$ cat config.mk
export PLATFORM = sky130hd
export DESIGN_NAME = mem_arbiter
export DESIGN_NICKNAME = d
export VERILOG_FILES = /design/src/rtl/mem_types_pkg.sv /design/src/rtl/mem_arbiter.sv
export SDC_FILE = /design/constraint.sdc
export NUM_CORES = 1
export LEC_CHECK = 0
export ABC_AREA = 1
export CORE_AREA = 8 8 99 101
export CTS_CLUSTER_SIZE = 28
export DETAILED_ROUTE_END_ITERATION = 8
export DIE_AREA = 0 0 107 109
export DONT_BUFFER_PORTS = 1
export PLACE_DENSITY = 0.41
export SYNTH_ARGS = -nofsm -noshare
export SYNTH_HDL_FRONTEND = slang
export SYNTH_SLANG_ARGS = --single-unit
$ cat constraint.sdc
create_clock -name CLK -period 2.46 [get_ports CLK]
set_clock_uncertainty 0.1 [all_clocks]
set_input_delay 0.246 -clock CLK [delete_from_list [all_inputs] [get_ports CLK]]
set_output_delay 0.246 -clock CLK [all_outputs]
set_load 0.02 [all_outputs]
$ cat src/rtl/mem_types_pkg.sv
// Shared types for the memory arbiter: RAM handshake states, arbiter FSM
// states, default widths and the word type.
package mem_types_pkg;

    localparam int DEF_WORD_W     = 32;
    localparam int DEF_STARVE_MAX = 4;

    typedef enum logic [1:0] {
        FREE   = 2'd0,
        BUSY   = 2'd1,
        ACCESS = 2'd2,
        ERROR  = 2'd3
    } ramstate_t;

    typedef enum logic [1:0] {
        IDLE = 2'd0,
        DGNT = 2'd1,
        IGNT = 2'd2
    } arb_state_t;

    typedef logic [DEF_WORD_W-1:0] word_t;

endpackage

$ cat src/rtl/mem_arbiter.sv
// Single-port RAM arbiter between the dcache and icache control units.
// Grants one side at a time, keeps the dcache locked in across burst words,
// and forces the icache in after STARVE_MAX dcache words while it waits.
//
// state | meaning
// ------+-------------------------------------------------------------
// IDLE  | no grant; RAM strobes low, both sides stalled
// DGNT  | dcache owns the RAM port; completes a word on ramstate ACCESS
// IGNT  | icache owns the RAM port; completes a word on ramstate ACCESS
module mem_arbiter
    import mem_types_pkg::*;
#(
    parameter int STARVE_MAX = DEF_STARVE_MAX,
    parameter int WORD_W     = DEF_WORD_W
) (
    input  logic              CLK,
    input  logic              RST,
    input  logic              iREN,
    input  logic [WORD_W-1:0] iaddr,
    output logic              iwait,
    output logic [WORD_W-1:0] iload,
    input  logic              dREN,
    input  logic              dWEN,
    input  logic [WORD_W-1:0] daddr,
    input  logic [WORD_W-1:0] dstore,
    output logic              dwait,
    output logic [WORD_W-1:0] dload,
    output logic              ramREN,
    output logic              ramWEN,
    output logic [WORD_W-1:0] ramaddr,
    output logic [WORD_W-1:0] ramstore,
    input  logic [WORD_W-1:0] ramload,
    input  logic [1:0]        ramstate,
    output logic              ram_err
);

    localparam int CNT_W = $clog2(STARVE_MAX + 1);

    arb_state_t       state, next_state;
    logic [CNT_W-1:0] starve_cnt, starve_cnt_next;
    ramstate_t        rs;
    logic             dreq, access, d_done, i_done;
    logic             starve_full, starve_trip;

    assign rs     = ramstate_t'(ramstate);
    assign dreq   = dREN | dWEN;
    assign access = (rs == ACCESS);
    // A word only completes while its requester is still asking; a dropped
    // request in the same cycle as ACCESS is treated as an abort.
    assign d_done = (state == DGNT) & dreq & access;
    assign i_done = (state == IGNT) & iREN & access;

    assign starve_full = (starve_cnt == CNT_W'(STARVE_MAX));
    // Looks one word ahead so the grant flips right after the word that
    // reaches the limit, rather than one word later.
    assign starve_trip = ((32'(starve_cnt) + 32'd1) >= 32'(STARVE_MAX));

    // Read data is passed straight through; the wait lines qualify it.
    assign iload = ramload;
    assign dload = ramload;

    // State and starvation counter registers.
    always_ff @(posedge CLK) begin
        if (RST) begin
            state      <= IDLE;
            starve_cnt <= '0;
        end else begin
            state      <= next_state;
            starve_cnt <= starve_cnt_next;
        end
    end

    // Next-state selection and starvation counter update.
    always_comb begin
        next_state      = state;
        starve_cnt_next = starve_cnt;

        case (state)
            IDLE: begin
                if (dreq && !(iREN && starve_full))
                    next_state = DGNT;
                else if (iREN)
                    next_state = IGNT;
            end
            DGNT: begin
                if (!dreq)
                    next_state = IDLE;
                else if (access) begin
                    if (iREN && starve_trip)
                        next_state = IGNT;
                    else
                        next_state = DGNT;
                end
            end
            IGNT: begin
                if (!iREN)
                    next_state = IDLE;
                else if (access)
                    next_state = dreq ? DGNT : IGNT;
            end
            default: next_state = IDLE;
        endcase

        if (!iREN || i_done)
            starve_cnt_next = '0;
        else if (d_done && !starve_full)
            starve_cnt_next = starve_cnt + CNT_W'(1);
    end

    // RAM strobes, address/data mux and per-side wait decode.
    always_comb begin
        ramREN   = 1'b0;
        ramWEN   = 1'b0;
        ramaddr  = '0;
        ramstore = '0;
        iwait    = 1'b1;
        dwait    = 1'b1;
        ram_err  = 1'b0;

        case (state)
            DGNT: begin
                ramWEN   = dWEN;
                ramREN   = dREN & ~dWEN;
                ramaddr  = daddr;
                ramstore = dstore;
                dwait    = ~d_done;
                ram_err  = (rs == ERROR);
            end
            IGNT: begin
                ramREN   = iREN;
                ramaddr  = iaddr;
                iwait    = ~i_done;
                ram_err  = (rs == ERROR);
            end
            default: ;
        endcase

        if (RST) begin
            ramREN = 1'b0;
            ramWEN = 1'b0;
        end
    end

endmodule

==> results of run 1 <==
worst paths after layout:
kind | startpoint | end | slack [ps] | cells past startpoint
worst min-delay path | RST | starve_cnt[0] | 180 | 3
worst max register to register | state[0] | starve_cnt[1] | 710 | 8
worst min register to register | state[0] | state[0] | 410 | 2
worst max-delay path | state[0] | ramREN | 520 | 8
critical path, delay by kind of cell (launching register included):
family                     cells  cell delay [ps]
buffers and inverters          4              590
DFF                            1              330
AOI/OAI and AO/OA              1               40
and+or+nand+nor                2              240
adders and majority gates      1              170
power groups by stage:
stage	clock network [mW]	registers, mW	logic, mW
6_report	0.146	0.0956	0.663
5_1_grt	0.161	0.0963	0.727
4_1_cts	0.152	0.0955	0.677
3_5_place_dp	0	0.0967	0.673
3_3_place_gp	0	0.0963	0.669
2_1_floorplan	0	0.0951	0.635
state kept, by name, summed over array words and instances, names as in the netlist:
signal,count
starve_cnt,3
state,2
layout by cell type, fill, tap and decap left out, drive strengths merged:
cell         synthesis  final
nor2                 9      9
nand3               10     10
inv                 45     45
clkinv               1      1
nand4                1      1
nor3                 4      4
buf                 74     40
dfxtp                5      5
a211oi               1      1
dlygate4sd3          0      1
nand2              117    117
clkbuf               4      4
a21oi               36     36
ha                   6      6
a31oi                1      1
cell type report:
class,count,share of cell area
clock buffers,4,0.02773
inverters,46,0.1063
multi-input cells,185,0.5223
flip-flops and latches,5,0.06163
well taps,108,0.08321
repair buffers,41,0.1988
routing by layer:
metal  track usage  vias up
met5             0        -
met4       0.02312        0
met3       0.05260       12
met2        0.1878      118
met1       0.09355      762
li1              -      813
kinds of logic after synthesis:
logic type | after synthesis | share of synthesized area
adders and majority gates | 6 | 0.04491
AOI/OAI and AO/OA | 38 | 0.1190
DFF | 5 | 0.05988
and+or+nand+nor | 141 | 0.3421
buffers and inverters | 124 | 0.4341
==> results.cfg, run 1 <==
[floorplanning]
fp.dieArea_um2 = 11660
num_io_pins = 268
initial_core_util = 0.1995
design.core.area_um2 = 8381
floorplan.rows = 34
die_h_um = 109
floorplan.die.width_um = 107

[critical_path]
critical_path.most_common_cell = buf_4
criticalPathCategory = reg -> out
worst-endpoint-arrival_ps = 1600
worstSetupStartpointType = flip-flop
cpPeakStageDelay_ps = 330
cp_data_required_time_ps = 2110
cp_slowest_cell = dfxtp_1
timing.critical_path.cells = inv_1 -> ha_1 -> buf_4 -> nand2_1 -> inv_2 -> a31oi_1 -> nor3_1 -> buf_4
critical_path.max_fanout = 21
critical_path.endpoint_type = output port

[clocking]
cts_root_buffer = clkbuf_8
tritoncts_clock_tree = built
path_clk_slew_ps = 30
cts.repair_timing.setup_buffer_count = 0
cts_repair_resize_count = 0
cts_max_level = 1
max-clock-path-buffers = 2
clk-insertion-delay-late_ps = 220
cts_made_buffers = 3
cts_hold_buf = 1
clkSinkCount = 5

[routing]
drt_drc_violations_left = 0
met2RoutedLength_um = 3672
post_drt_wl_per_cell_um = 17.58
wl_met3_um = 901
routedLengthMet1_um = 2152
detail_route_antenna_nets = 0
finalWirelength_um = 6839
drt-vias-per-instance = 4.383
dr.pass1.iters = 4
drt_iter0_markers = 135
via_count = 1705
dr.max_layer_used = met4

[timing]
period_minus_slack_ps = 1943
finalHoldWorstSlack_ps = 181.0
worstMarginPinSlew_ps = 292.9
slew-limit-headroom = 0.8047
final-max-slew-violation-count = 0
grt_setup_unrepaired = no
final-setup-viol-count = 0
layout_setup_ws_ps = 516.5
finalCritPeriodShare = 0.7900
totalNegativeSetupSlack_ps = 0
hold_viol = 0
achievable-frequency_ghz = 0.5145

[layout]
synthToLayoutAreaGrowth_pct = -2.844
layout.cell_area.non_filler_um2 = 1624
antenna_cells = 0
layoutNonFillerInstCount = 389
final_core_util = 0.1938
design.final.nets = 423
seqCellArea_um2 = 100.1
post_route_cells_drive_above_1_share = 0.1886
multiInputGateArea_um2 = 848.3
fill_cells = 995

[pwr]
power_density_nw_per_um2 = 557.3
p_leak_nw = 0.8894
p_sw_frac = 0.5745
total_power_uw = 905.1
clock_power_share = 0.161
power_frac_comb = 0.733
net-switching-power_uw = 520.0
seqPwrFrac = 0.106
power_report.internal_total_uw = 385.1
worst_ir_drop_vdd_mv = 0.3355

[job]
max_cap_violations = 0

[synth]
number_of_synthesized_register_bits = 5
yosys_warnings = 0
mappedNetlistArea_um2 = 1672
synth_largest_area_cell = buf_4
post_synthesis_cell_type_count = 19
synth_sequential_area_ratio = 0.05988
synth_edf_count = 0
netlist_instances = 314
async_reset_ff_frac = 0
cell_with_the_most_instances_after_synthesis = nand2_1
yosysTopAreaCellShare = 0.3009
dominantRegCellSynth = dfxtp_1
synth_top_cells_by_area = buf_4 30%, nand2_1 26%, a21oi_1 11%
synth.cells.most_frequent = 117 x nand2_1, 67 x buf_4, 42 x inv_1
syn-num-nets = 455
mean_area_per_synthesized_cell_um2 = 5.324

[place]
routabilityCongestion = 0.7963
port_buffers = 0
detailed_place.area_um2 = 1569
place_ws_ps = 700.4
detailedPlacementHpwl_um = 5943
placed_cells_incl_taps = 384

[grt]
grt_first_pass_wirelength_um = 9356
total_routing_resource_utilization_after_global_routing = 0.09983
grt_max_degree = 68
grt_remaining_overflow = 0
grt_pass1_vias = 1647
antenna_found_initial = 0

[status]
run_status = finished, final reports clean

[worst_hold_path]
holdCritPathClass = in -> reg
Power figures use the tool's default switching activity.
==> run 2, diff against run 1 <==
- clock period: 2.46 -> 1.9 ns (I/O delays scaled with it)
==> run 2 against run 1 <==
Global-route usage increased by 0.43 points. Critical path type unchanged. Largest power group unchanged. Total power increased by 37%. Design area increased by 3.0%. Setup slack got worse by 400 ps. Flip-flop and latch count unchanged.
==> results.cfg, run 2 (synthesis gave the netlist of run 1 again) <==
[status]
run_status = finished, final reports clean

[timing]
final-max-slew-violation-count = 0
worstMarginPinSlew_ps = 250.8
final-setup-viol-count = 0
finalCritPeriodShare = 0.9385
layout_setup_ws_ps = 116.8
grt_setup_unrepaired = yes
hold_viol = 0
period_minus_slack_ps = 1783
slew-limit-headroom = 0.8326
achievable-frequency_ghz = 0.5608

[floorplanning]
floorplan.rows = 34
fp.dieArea_um2 = 11660
design.core.area_um2 = 8381
floorplan.die.width_um = 107
num_io_pins = 268
die_h_um = 109
initial_core_util = 0.1995

[grt]
grt_pass1_vias = 1722
grt_remaining_overflow = 0
groute.layer.met1.usage = 0.1011
use_met3 = 0.05556
grt_use_met2 = 0.1869
grt_first_pass_wirelength_um = 9646
antenna_found_initial = 0
grt_max_degree = 38
total_routing_resource_utilization_after_global_routing = 0.1042
grt-busiest-layer = met2

[place]
detailedPlacementHpwl_um = 5993
detailed_place.area_um2 = 1597
routabilityCongestion = 0.8094
port_buffers = 0
place_ws_ps = 187.1

[routing]
drt-vias-per-instance = 4.373
dr.pass1.iters = 4
drt_drc_violations_left = 0
detail_route_antenna_nets = 0
via_count = 1710
finalWirelength_um = 6972
drt_iter0_markers = 138
post_drt_wl_per_cell_um = 17.83

[layout]
post_route_cells_drive_above_1_share = 0.2049
seqCellArea_um2 = 101.3
layout.cell_area.non_filler_um2 = 1673
most-common-layout-cells = 117 x nand2_1, 42 x inv_1, 37 x buf_4, 36 x a21oi_1, 8 x nand3_1
synthToLayoutAreaGrowth_pct = 0.07460
multiInputGateArea_um2 = 853.3
max_reg_flops = 3
fill_cells = 992
reg_top3 = starve_cnt: 3 flops, state: 2 flops
design.final.nets = 425
antenna_cells = 0
register_with_the_highest_flop_count = starve_cnt
mostFrequentLayoutCell = nand2_1

[critical_path]
cpPeakStageDelay_ps = 320
worst-endpoint-arrival_ps = 1490
worstSetupStartpointType = flip-flop
cp_slowest_cell = dfxtp_1
criticalPathCategory = reg -> out
worst_path_dominant_cell_family = simple AND/OR/NAND/NOR gates
cp.buffers_inverters = 3
timing.critical_path.cells = inv_1 -> ha_2 -> buf_12 -> inv_2 -> nor2_4 -> nand2_1
critical_path.endpoint_type = output port
critical_path.max_fanout = 30
cp_data_required_time_ps = 1610

[pwr]
p_sw_frac = 0.5647
power_frac_comb = 0.738
total_power_mw = 1.239
seqPwrFrac = 0.101
p_leak_nw = 0.9102
power_density_nw_per_um2 = 740.4
net-switching-power_uw = 699.4
clock_power_share = 0.162
power_report.internal_total_uw = 539.1
worst_ir_drop_vdd_mv = 0.2922

[clocking]
cts_made_buffers = 3
clk-insertion-delay-late_ps = 220
max-clock-path-buffers = 2
cts_max_level = 1
clkSinkCount = 5
cts_root_buffer = clkbuf_8
tritoncts_clock_tree = built
path_clk_slew_ps = 40

[worst_hold_path]
holdCritPathClass = in -> reg

[job]
max_cap_violations = 0
run 2: through the flow:
step | util | instances | hold WS, ps | TNS, ps
final | 0.1996 | 391 | 121.2 | 0
after global routing | 0.1996 | 391 | 152.8 | -6.924
after CTS | 0.1983 | 391 | 115.5 | 0
after detailed placement | 0.1905 | 386 | 162.7 | 0
after global placement | 0.1905 | 386 | 163.9 | 0
after floorplan | - | 314 | 159.1 | 0
run 2: power groups by stage:
stage / Clock, mW / Combinational (mW) / Sequential (mW)
after global placement: 0 / 0.892 / 0.124
after CTS: 0.208 / 0.916 / 0.125
after floorplan: 0 / 0.823 / 0.123
after detailed placement: 0 / 0.903 / 0.125
after global routing: 0.215 / 1.01 / 0.126
final: 0.200 / 0.914 / 0.125
run 2: worst reg2reg max path, cell delays in order (launching register included):
cell	delay, ps
dfxtp_1	320
inv_1	80
ha_2	230
buf_12	190
inv_2	90
nor2_4	180
nand3_1	100
nand3_1	90
nand2_1	70
a21oi_1	110
run 2: worst paths after layout:
check | slack, ps | start | endpoint | depth (start not counted)
worst max-delay path | 120 | state[1] | dwait | 6
worst min-delay path | 120 | RST | starve_cnt[0] | 3
worst max register to register | 280 | state[1] | state[1] | 9
worst min register to register | 390 | state[0] | state[0] | 2
run 2: area by class of cell:
| type | instances | share of cell area |
|---|---|---|
| Timing Repair Buffer | 43 | 0.2184 |
| Inverter | 46 | 0.1032 |
| Sequential cell | 5 | 0.06058 |
| Clock buffer | 4 | 0.02693 |
| Tap cell | 108 | 0.08078 |
| Multi-Input combinational cell | 185 | 0.5101 |
run 2: repair_timing:
item / in CTS / in global routing
setup buffers: 0 / 0
hold buffers: 1 / 0
endpoints found under the setup margin: 1 / 30
hold endpoints to repair: 2 / 0
gates resized for setup: 3 / 4
run 2: per-layer routing:
layer / vias up / wire, µm
met5: - / 0
met4: 0 / 116
met3: 12 / 999
met2: 128 / 3643
met1: 751 / 2213
li1: 819 / -
